`config.mk`:
```
export PLATFORM = sky130hd
export DESIGN_NAME = msk_aes_mixcolumns_stream
export DESIGN_NICKNAME = d
export VERILOG_FILES = /design/src/rtl/msk_aes_mixcolumns_stream.sv
export SDC_FILE = /design/constraint.sdc
export NUM_CORES = 1
export LEC_CHECK = 0
export BUFFER_PORTS_ARGS = -buffer_cell sky130_fd_sc_hd__buf_4
export CAP_MARGIN = 40
export CELL_PAD_IN_SITES_DETAIL_PLACEMENT = 1
export CELL_PAD_IN_SITES_GLOBAL_PLACEMENT = 1
export CORE_AREA = 4 4 161 163
export DETAILED_ROUTE_END_ITERATION = 8
export DIE_AREA = 0 0 165 167
export PLACE_DENSITY = 0.6
export SYNTH_ARGS = -nofsm -noshare
export SYNTH_HDL_FRONTEND = slang
export SYNTH_SLANG_ARGS = --single-unit
```
`constraint.sdc`:
```
create_clock -name clk -period 2.07 [get_ports clk]
set_clock_uncertainty 0.05 [all_clocks]
set_input_delay 0 -clock clk [delete_from_list [all_inputs] [get_ports clk]]
set_output_delay 0 -clock clk [all_outputs]
set_load 0.1 [all_outputs]
```
`src/rtl/msk_aes_mixcolumns_stream.sv`:
```
// Masked AES forward MixColumns, one column per transfer, 2-entry elastic output buffer.
// Optional final-round pass-through enabled by defining MSK_MC_BYPASS_EN.
module msk_aes_mixcolumns_stream #(
    parameter int unsigned d = 2
) (
    input  logic             clk,
    input  logic             rst_n,
    input  logic             in_valid,
    output logic             in_ready,
    input  logic [8*d-1:0]   in_b0,
    input  logic [8*d-1:0]   in_b1,
    input  logic [8*d-1:0]   in_b2,
    input  logic [8*d-1:0]   in_b3,
`ifdef MSK_MC_BYPASS_EN
    input  logic             in_bypass,
`endif
    output logic             out_valid,
    input  logic             out_ready,
    output logic [8*d-1:0]   out_a0,
    output logic [8*d-1:0]   out_a1,
    output logic [8*d-1:0]   out_a2,
    output logic [8*d-1:0]   out_a3,
    output logic [1:0]       out_col,
    output logic             out_last
);

    localparam int unsigned W  = 8 * d;
    localparam int unsigned EW = 4 * W;

    logic [7:0]    sb [4];
    logic [7:0]    sa [4];
    logic [EW-1:0] mc_word;
    logic [EW-1:0] wr_word;
    logic [EW-1:0] mem [2];
    logic [EW-1:0] head;
    logic          wr_ptr;
    logic          rd_ptr;
    logic [1:0]    count;
    logic [1:0]    col;
    logic          push;
    logic          pop;

    function automatic logic [7:0] xt(input logic [7:0] x);
        return {x[6:0], 1'b0} ^ (x[7] ? 8'h1b : 8'h00);
    endfunction

    // Each share is gathered into a byte, transformed alone, and scattered back.
    always_comb begin
        mc_word = '0;
        sb      = '{default: '0};
        sa      = '{default: '0};
        for (int s = 0; s < int'(d); s++) begin
            for (int i = 0; i < 8; i++) begin
                sb[0][i] = in_b0[int'(d)*i+s];
                sb[1][i] = in_b1[int'(d)*i+s];
                sb[2][i] = in_b2[int'(d)*i+s];
                sb[3][i] = in_b3[int'(d)*i+s];
            end
            sa[0] = xt(sb[0]) ^ xt(sb[1]) ^ sb[1] ^ sb[2] ^ sb[3];
            sa[1] = sb[0] ^ xt(sb[1]) ^ xt(sb[2]) ^ sb[2] ^ sb[3];
            sa[2] = sb[0] ^ sb[1] ^ xt(sb[2]) ^ xt(sb[3]) ^ sb[3];
            sa[3] = xt(sb[0]) ^ sb[0] ^ sb[1] ^ sb[2] ^ xt(sb[3]);
            for (int i = 0; i < 8; i++) begin
                mc_word[int'(d)*i+s]         = sa[0][i];
                mc_word[int'(W)+int'(d)*i+s]   = sa[1][i];
                mc_word[2*int'(W)+int'(d)*i+s] = sa[2][i];
                mc_word[3*int'(W)+int'(d)*i+s] = sa[3][i];
            end
        end
    end

`ifdef MSK_MC_BYPASS_EN
    assign wr_word = in_bypass ? {in_b3, in_b2, in_b1, in_b0} : mc_word;
`else
    assign wr_word = mc_word;
`endif

    assign push = in_valid & in_ready;
    assign pop  = out_valid & out_ready;

    // Buffer pointers, occupancy and column position within the state.
    always_ff @(posedge clk or negedge rst_n) begin
        if (!rst_n) begin
            mem[0] <= '0;
            mem[1] <= '0;
            wr_ptr <= 1'b0;
            rd_ptr <= 1'b0;
            count  <= 2'd0;
            col    <= 2'd0;
        end else begin
            if (push) begin
                mem[wr_ptr] <= wr_word;
                wr_ptr      <= ~wr_ptr;
            end
            if (pop) begin
                rd_ptr <= ~rd_ptr;
                col    <= col + 2'd1;
            end
            case ({push, pop})
                2'b10:   count <= count + 2'd1;
                2'b01:   count <= count - 2'd1;
                default: count <= count;
            endcase
        end
    end

    assign in_ready  = (count != 2'd2);
    assign out_valid = (count != 2'd0);
    assign head      = mem[rd_ptr];
    assign out_a0    = head[W-1:0];
    assign out_a1    = head[2*W-1:W];
    assign out_a2    = head[3*W-1:2*W];
    assign out_a3    = head[4*W-1:3*W];
    assign out_col   = col;
    assign out_last  = (col == 2'd3);

endmodule

```
**After elaboration in Yosys (flattened, before gate mapping)**

Cells that the tools add are included.
Widths: inputs -> output; s select.

- $add $sub $neg: 3
- Order comparisons: 3
- Equality and inequality tests: 4
- Muxes and demuxes: 15
- Bitwise logic cells: 46
- Reductions and logical operators: 3

Operator list:

| cell | number |
|---|---|
| $mux 64 | 4 |
| $xor 8x8->8 | 32 |
| $bwmux 128 | 1 |
| $demux 64 s1 | 1 |
| $xor 8x5->8 | 8 |
| $mux 5 | 8 |
| $add 2x1->2 const B | 2 |
| $eq 2x2->1 const B | 2 |
| $ge 2x2->1 const B | 2 |
| $not 1->2 | 2 |
| $pmux 2 s2 | 1 |
| $reduce_bool 2->1 | 2 |
| $and 1x1->1 | 2 |
| $eq 2x1->1 const B | 1 |
| $lt 2x1->1 const B | 1 |
| $ne 2x2->1 const B | 1 |
| $not 1->1 | 2 |
| $sub 2x1->2 const B | 1 |
| $logic_and 1x1->1 | 1 |

- Bits in registers: 134
- Bits of input ports: 68
- Logic and storage cells: 80

**Logic depth before layout (Yosys ltp)**

- Depth after elaboration: 7
- Gate-level depth with buffers: 7
- Depth with buffers taken out: 7

**Least setup slack after synthesis**

Ideal clock, no wire load.

- Kind: reg-to-reg
- Start: register count[0]
- End: register mem[100] in the netlist's numbering
- Setup time: 125 ps
- Arrival: 2199 ps
- Required time: 1895 ps
- Slack: -304 ps
- Cell stages (with the launch flop): 6
- Period minus slack after synthesis: 2374 ps
- Path through: dfrtp_1 -> nand2b_1 -> and3b_1 -> buf_2 -> buf_4 -> mux2_2

- Cells in the longest elaborated chain, start to end: 2

Ends and longest elaborated chain:

| what | RTL line | source |
|---|---|---|
| from (decl) | 38 | `logic [1:0] count;` |
| from (signal assigned) | 100 | `2'b10: count <= count + 2'd1;` |
| from (signal assigned) | 101 | `2'b01: count <= count - 2'd1;` |
| from (signal assigned) | 102 | `default: count <= count;` |
| $ne 2x2->1 | 107 | `assign in_ready = (count != 2'd2);` |
| net in_ready | 9 | `output logic in_ready,` |
| $and 1x1->1 | 78 | `assign push = in_valid & in_ready;` |
| to (signal, indexed assignment) | 92 | `mem[wr_ptr] <= wr_word;` |
| to (decl) | 34 | `logic [EW-1:0] mem [2];` |

The timed path passes the listed nets, and every way through them passes these cells.
A chain may end at the register's enable or synchronous reset.

**Worst setup path in the final report**

- Start: register rd_ptr
- End: output out_a0[0]

- Cells in the longest elaborated chain, start to end: 4

Ends and longest elaborated chain:

| what | RTL line | source |
|---|---|---|
| from (decl) | 37 | `logic rd_ptr;` |
| from (signal assigned) | 96 | `rd_ptr <= ~rd_ptr;` |
| $not 1->2 (implied by the code) | 109 | `assign head = mem[rd_ptr];` |
| $mux 64 (implied by the code) (3 in series) | 109 |  |
| to (decl) | 19 | `output logic [8*d-1:0] out_a0,` |

No other way between the ends. The select of a mux whose other input is x is not followed.

==> summary.md <==
| Metric | Value |
|---|---|
| Outcome | `complete, no violations` |
| Synth area leader | `dfrtp_1` |
| Critical path, cell by cell | `buf_12, mux2_2, buf_4` |
| Die width | `165 um` |
| Largest net degree at the start of global routing | `65` |
| Initial Utilization | `34.7%` |
| Crit end category | `output port` |
| Per-cell routed wire length | `20.6 um` |
| Area grow syn2layout | `23.7%` |
| Antenna cells | `0` |
| GPL Wtd Cong | `0.799` |
| Fill cells | `2425` |
| H-tree Lvls | `4` |
| First-pass GRT wire length | `32200 um` |
| Max stage delay on crit path | `0.43 ns` |
| DRC Markers | `0` |
| Detailed placement HPWL | `15100 um` |
| PortBufs | `136` |
| Clock root buffer master | `clkbuf_16` |
| Nets | `731` |
| Die Y | `167 um` |
| Worst r2r src | `count[0]$_DFFE_PN0P_` |
| CTS tree | `done` |
| R2r endpoint | `mem[33]$_DFFE_PN0P_` |
| Max_slew headroom | `63.6%` |
| Avg Vias per Cell | `4.70` |
| RSZ-0062 raised after global routing | `false` |
| Synth cell types | `22` |
| Slowest CP cell | `mux2_2` |
| Total CTS buffers | `17` |
| Clock period minus worst slack | `1.87 ns` |
| Drt first pass iters | `4` |
| Clk_lat worst skew | `0.41 ns` |
| Post-synthesis sequential area ratio | `39.7%` |
| Crit-path max FO | `54` |
| Global route total overflow | `0` |
| Core area | `0.0243 mm2` |
| Worst-margin pin slew | `0.545 ns` |
| Initial antenna violation count | `0` |
| Cells after DPL | `963` |
| WP data arrival | `1.82 ns` |
| Syn avg cell area | `16.0 um2` |
| Setup TNS | `0 ns` |
| Reg2Reg Setup Slack | `0.36 ns` |
| # rows | `57` |
| Clock sink count | `134` |
| Final count of pins violating max slew | `0` |
| Final setup violation count | `0` |
| Commonest non-fill, non-tap cell in the layout | `mux2_2` |
| Critical path startpoint category | `register` |
| Mapped Area | `0.00844 mm2` |
| Die area | `0.0276 mm2` |
| Share of post-route cells with drive strength above 1 | `55.9%` |
| Synthesis-stage register bit count | `134` |
| Final period utilization | `90.3%` |
| HP Class | `in -> async` |
| Antenna viol nets, final | `0` |
| Post-synth top area share | `39.7%` |
| Max cap viols | `0` |
| Via count | `4687` |
| FF-to-FF path depth | `4` |
| Worst setup startpoint | `rd_ptr$_DFFE_PN0P_` |
| GRT Util Overall | `15.4%` |
| Critical setup path kind | `reg -> out` |
| Layout Cells excl Fill | `998` |
| Postcts setup bufs | `0` |
| Synth Warn # | `0` |
| WP data required | `2.02 ns` |
| Most frequent cells in the layout | `mux2_2, buf_4, dfrtp_1` |
| Drt initial violations | `130` |
| Ranking of synthesized cells by area | `dfrtp_1, mux2_2, xnor3_1` |
| Worst-path clk slew | `0.06 ns` |
| Synthesized Nets | `597` |
| Final hold violation count | `0` |
| Peak Freq | `535 MHz` |
| Drt total wl | `20500 um` |
| # IOs | `137` |
| Cells after synthesis | `527` |
| Vias in the first global route | `5419` |
| Max Buffers Root-to-Sink | `2` |
-- logic make-up after synthesis --
logic type / after synthesis / synth area share, %
and+or+nand+nor: 7 / 0.504
muxes: 193 / 25.7
buffers and inverters: 35 / 2.28
adders and majority gates: 2 / 0.296
DFF: 134 / 39.7
xor gates and xnor gates: 156 / 31.5
-- worst max-delay path by stage --
stage                                       to  slack, ns
after floorplan           mem[100]$_DFFE_PN0P_       0.08
after global placement     mem[50]$_DFFE_PN0P_       0.42
after detailed placement   mem[21]$_DFFE_PN0P_       0.36
after CTS                            out_a0[0]       0.15
after global routing                 out_a0[0]       0.14
final                                out_a0[0]       0.20
-- stage by stage --
stage / worst slack, ns / hold WS, ns / area (um2) / utilization (%)
2_1_floorplan: 0.0805 / -0.346 / 8440 / -
6_report: 0.200 / 0.0425 / 10400 / 42.9
4_1_cts: 0.154 / 0.0499 / 10400 / 42.9
5_1_grt: 0.136 / 0.0745 / 10400 / 42.9
3_3_place_gp: 0.421 / -0.0731 / 9810 / 40.4
3_5_place_dp: 0.355 / -0.0634 / 9810 / 40.4
-- registers in the layout, summed over array words and instances (netlist names) --
| register | flops |
|---|---|
| mem | 128 |
| count | 2 |
| out_col | 2 |
| rd_ptr | 1 |
| wr_ptr | 1 |
-- routing by layer --
| layer | track usage [%] | part of all wire, % | vias up |
|---|---|---|---|
| met5 | 0 | 0 | - |
| met4 | 4.30 | 1.1 | 0 |
| met3 | 2.87 | 3.6 | 17 |
| met2 | 25.7 | 51 | 72 |
| met1 | 20.5 | 44 | 2459 |
| li1 | - | - | 2139 |
-- cells in the mapped netlist (all sizes together) --
master	number
xnor3	68
and3b	1
xnor2	39
xor3	20
xor2	29
buf	26
ha	2
nand2b	1
mux2	193
nand3	1
clkbuf	8
inv	1
nand2	2
nor2	1
dfrtp	134
or2	1
-- worst max-delay path: cells and delay by family (launching register included) --
| kind | cells | cell delay (ns) |
|---|---|---|
| buf+inv | 2 | 0.57 |
| mux | 1 | 0.43 |
| flops | 1 | 0.38 |
-- what timing repair did --
item,in CTS,in global routing
hold endpoints to repair,75,0
hold buffers,3,0
gates resized for setup,0,0
-- layout make-up --
type	instances	area [um2]	share of cell area [%]
inverters	1	3.75	0.0359
clock buffers	22	444	4.25
multi-input cells	358	4900	46.9
flip-flops and latches	134	3350	32.1
clock inverters	10	154	1.47
repair buffers	149	1180	11.3
well taps	324	405	3.88
Power is left out: the tool's default activity adds up to more than one toggle a clock period on the data nets, which glitch-free logic cannot reach.
